--- src/rtl/pipeline_stage_register.sv ---
// Parametrised valid/ready pipeline-stage register with optional skid entry,
// synchronous flush (ctrl forced to zero on bubbles) and a saturating stall counter.
module pipeline_stage_register #(
  parameter int DATA_W = 64,
  parameter int CTRL_W = 8,
  parameter int SKID   = 1
) (
  input  logic              clk,
  input  logic              reset,
  input  logic              flush,
  input  logic              in_valid,
  output logic              in_ready,
  input  logic [DATA_W-1:0] in_data,
  input  logic [CTRL_W-1:0] in_ctrl,
  output logic              out_valid,
  input  logic              out_ready,
  output logic [DATA_W-1:0] out_data,
  output logic [CTRL_W-1:0] out_ctrl,
  output logic [15:0]       stall_cycles
);

  typedef enum logic [1:0] {
    EMPTY = 2'd0,
    HALF  = 2'd1,
    FULL  = 2'd2
  } state_t;

  state_t            state;
  logic [DATA_W-1:0] main_data;
  logic [CTRL_W-1:0] main_ctrl;
  logic [DATA_W-1:0] skid_data;
  logic [CTRL_W-1:0] skid_ctrl;
  logic [15:0]       stall_cnt;
  logic              main_valid;
  logic              skid_valid;
  logic              accept;
  logic              drain;

  function automatic logic [15:0] sat_inc(input logic [15:0] v);
    return (v == 16'hFFFF) ? v : v + 16'd1;
  endfunction

  assign main_valid = (state != EMPTY);
  assign skid_valid = (state == FULL);

  // With SKID=1 in_ready is a pure decode of the state register, so the
  // backpressure path is cut; SKID=0 never reaches FULL because it refuses
  // a word unless main is empty or draining.
  assign in_ready = (SKID != 0) ? !skid_valid : (!main_valid || out_ready);
  assign accept   = in_valid && in_ready;
  assign drain    = main_valid && out_ready;

  always_ff @(posedge clk or posedge reset) begin
    if (reset) begin
      state     <= EMPTY;
      main_data <= '0;
      main_ctrl <= '0;
      skid_data <= '0;
      skid_ctrl <= '0;
    end else if (flush) begin
      state     <= EMPTY;
      main_ctrl <= '0;
      skid_ctrl <= '0;
    end else begin
      case (state)
        EMPTY: begin
          if (accept) begin
            main_data <= in_data;
            main_ctrl <= in_ctrl;
            state     <= HALF;
          end
        end
        HALF: begin
          if (drain && accept) begin
            main_data <= in_data;
            main_ctrl <= in_ctrl;
          end else if (drain) begin
            main_ctrl <= '0;
            state     <= EMPTY;
          end else if (accept) begin
            skid_data <= in_data;
            skid_ctrl <= in_ctrl;
            state     <= FULL;
          end
        end
        FULL: begin
          if (drain) begin
            main_data <= skid_data;
            main_ctrl <= skid_ctrl;
            skid_ctrl <= '0;
            state     <= HALF;
          end
        end
        default: begin
          state     <= EMPTY;
          main_ctrl <= '0;
          skid_ctrl <= '0;
        end
      endcase
    end
  end

  // Performance counter survives flush; only reset clears it.
  always_ff @(posedge clk or posedge reset) begin
    if (reset) begin
      stall_cnt <= '0;
    end else if (main_valid && !out_ready) begin
      stall_cnt <= sat_inc(stall_cnt);
    end
  end

  assign out_valid    = main_valid;
  assign out_data     = main_data;
  assign out_ctrl     = main_ctrl;
  assign stall_cycles = stall_cnt;

endmodule

--- config.mk ---
export PLATFORM = sky130hd
export DESIGN_NAME = pipeline_stage_register
export DESIGN_NICKNAME = d
export VERILOG_FILES = /design/src/rtl/pipeline_stage_register.sv
export SDC_FILE = /design/constraint.sdc
export NUM_CORES = 1
export LEC_CHECK = 0
export BUFFER_PORTS_ARGS = -buffer_cell sky130_fd_sc_hd__buf_4
export CORE_ASPECT_RATIO = 1.25
export CORE_MARGIN = 1.5
export CORE_UTILIZATION = 37
export DETAILED_ROUTE_END_ITERATION = 16
export SYNTH_ARGS = -nofsm -noshare
export SYNTH_HDL_FRONTEND = slang
export SYNTH_SLANG_ARGS = --single-unit
--- constraint.sdc ---
create_clock -name clk -period 5.61 [get_ports clk]
set_input_delay 0.2805 -clock clk [delete_from_list [all_inputs] [get_ports clk]]
set_output_delay 0.2805 -clock clk [all_outputs]
set_load 0.005 [all_outputs]
==> impl_metrics.yaml <==
sta:
  finalSetupViolCount: 0
  period_needed_ns: 2.659
  final.setup.worst_slack_ns: 2.951
  tns_ns: 0
  rsz0062_at_grt: "false"
  fmax_ghz: 0.3761
  clock_skew_ns: 0.009919
  finalHoldViolCount: 0
  worst_slew_margin_rel: 0.3259
  final_max_slew_viol_count: 0
  worst_pin_slew_ns: 1.011
  period_share: 0.4739
power:
  p_per_area_mw_per_mm2: 357.5
  leakagePower_nw: 4.273
  ir_worst_vdd_v: 0.0001800
yosys:
  synth_cells: 504
  yosysUniqueCellTypes: 40
  synth_area_leaders: "dfrtp_1, mux2_2, a22o_1"
  synth_seq_cells: 162
  yosys.area.top_type_share: 0.5557
  synth-main-ff-cell: "dfrtp_1"
  syn_area_sq_mm: 0.007294
  syn_nets: 582
  postSynthAreaPerCell_sq_um: 14.47
  synth-async-reset-ratio: 1.000
  ys_warn_count: 0
  yosys.area.top_type: "dfrtp_1"
  synth-edff-count: 0
  yosysSeqAreaShare: 0.5557
finish:
  antenna_cells: 0
  drive_gt1_frac: 0.5873
  fin_area_sq_mm: 0.009324
  layout_commonest_cell: "mux2_2"
  nNetsFinal: 743
  fillCellCount: 1766
  mostFrequentLayoutCells: "mux2_2, buf_4, dfrtp_1"
  syn_to_final_growth_pct: 27.82
floorplanning:
  die_width_um: 128.6
  die_area_sq_mm: 0.02057
  chipHeight_um: 160.0
  initial_core_util: 0.3760
  io_pins: 167
  core_sq_mm: 0.01940
  row_count: 57
flow_run:
  max_cap_violations: 0
global_routing:
  grt_pass1_wl_um: 25060
  grt_max_degree: 111
  grt_antenna_before_repair: 0
  grt_pass1_vias: 4861
  overflow: 0
  grt_usage: 0.1559
setup_path:
  arrival_ns: 2.38
  cp.required_ns: 5.33
  endpoint_kind: "output pin"
  cp_max_fo: 73
  cp-start-kind: "register"
  crit_type: "register to output pin"
cts:
  post_cts_buffers: 0
  cts-buffers-inserted: 17
  cts_tree: "yes"
  clock_latency_ns: 0.41
  clk_path_buf_depth: 2
  cts-root-buf: "clkbuf_16"
  ctsHoldBuffers: 0
  htree_num_levels: 4
  post_cts_resized: 0
  path_clk_slew_ns: 0.06
  clock_sinks: 162
placed_design:
  portBuffers: 166
  place_ws_ns: 2.971
  dpl-instance-area_sq_mm: 0.008737
  dp_hpwl_um: 10340
  place_congestion: 0.7494
route:
  drc_errors: 0
  dr_total_vias: 4516
  drt-total-wl_um: 15120
  ant_nets: 0
  drtIter0Drc: 115
  via_per_inst: 4.799
  first_pass_iters: 4
  wl_per_cell_um: 16.07
hold_path:
  min_path_type: "primary input to async pin"
status:
  status: "finished, final reports clean"
-- worst max-delay path, cell delays in order (launching register included) --
cell and delay, ns:
dfrtp_1 0.54, nor2b_4 0.22, buf_4 0.78, inv_1 0.22, buf_4 0.21
-- worst paths after layout --
path	startpoint	end	slack (ns)	cells after the start
setup / recovery	state[1]	in_ready	2.95	4
max in group asynchronous	reset	out_data[5]	4.21	3
min in group clk	in_data[51]	skid_data[51]	0.10	2
hold / removal	reset	skid_data[50]	0.06	2
hold reg to reg	out_data[28]	out_data[28]	0.49	1
setup reg to reg	state[1]	out_data[23]	3.00	5
-- flip-flops by register name (all words and copies together) (netlist names) --
signal and count:
out_ctrl 8, out_data 64, skid_ctrl 8, skid_data 64
stall_cycles 16, state 2
-- kinds of logic (layout without fill, tap and decap cells) --
group | after synthesis | in the layout | share of synthesized area
flip-flops | 162 | 162 | 0.5557
XOR/XNOR | 15 | 15 | 0.01801
multiplexers | 202 | 202 | 0.3105
adder cells (fa/ha/maj) | 1 | 1 | 0.001715
AO/OA/AOI/OAI | 26 | 26 | 0.03088
buffers and inverters | 39 | 211 | 0.03190
AND/OR/NAND/NOR | 59 | 59 | 0.05129
-- Yosys cell counts (4+ instances only) --
cell type  number
mux2_2        186
mux2_1          8
nand3_1         4
dfrtp_1       162
a22o_1         16
mux2i_1         8
inv_1          12
buf_6           8
buf_2          18
nand2_1        16
nor4_1          5
xor2_1         13
nor2_1          4
nor3_1          6
-- per-layer routing --
layer | vias up | wire length, um | GRT usage
met5 | - | 0 | 0
met4 | 0 | 341 | 0.06180
met3 | 26 | 641 | 0.04154
met2 | 119 | 7531 | 0.2598
met1 | 2248 | 6607 | 0.1917
li1 | 2123 | - | -
-- where the power goes --
part	internal (mW)	total [mW]	switching, mW
Sequential	1.42	1.57	0.147
Combinational	0.404	0.616	0.211
Clock	0.699	1.15	0.448
-- area by class of cell --
type                    instances  area [sq um]  area share
clock buffers                  22         484.2     0.05193
multi-input cells             303          3020      0.3239
inverters                      12         50.05    0.005368
repair buffers                169          1281      0.1374
flip-flops and latches        162          4054      0.4348
well taps                     265         331.6     0.03556
clock inverters                 8         102.6     0.01100
-- metrics by stage --
| stage | hold WS [ns] | std cells | util | power (mW) |
|---|---|---|---|---|
| detailed placement | 0.4797 | 911 | 0.4504 | 2.224 |
| global placement | 0.4684 | 911 | 0.4504 | 2.185 |
| finish | 0.05991 | 941 | 0.4807 | 3.333 |
| CTS | 0.08271 | 941 | 0.4807 | 3.389 |
| global route | 0.07837 | 941 | 0.4807 | 3.526 |
| floorplan | 0.4143 | 504 | - | 1.896 |
Note: power is estimated with default switching activity, not from simulation.
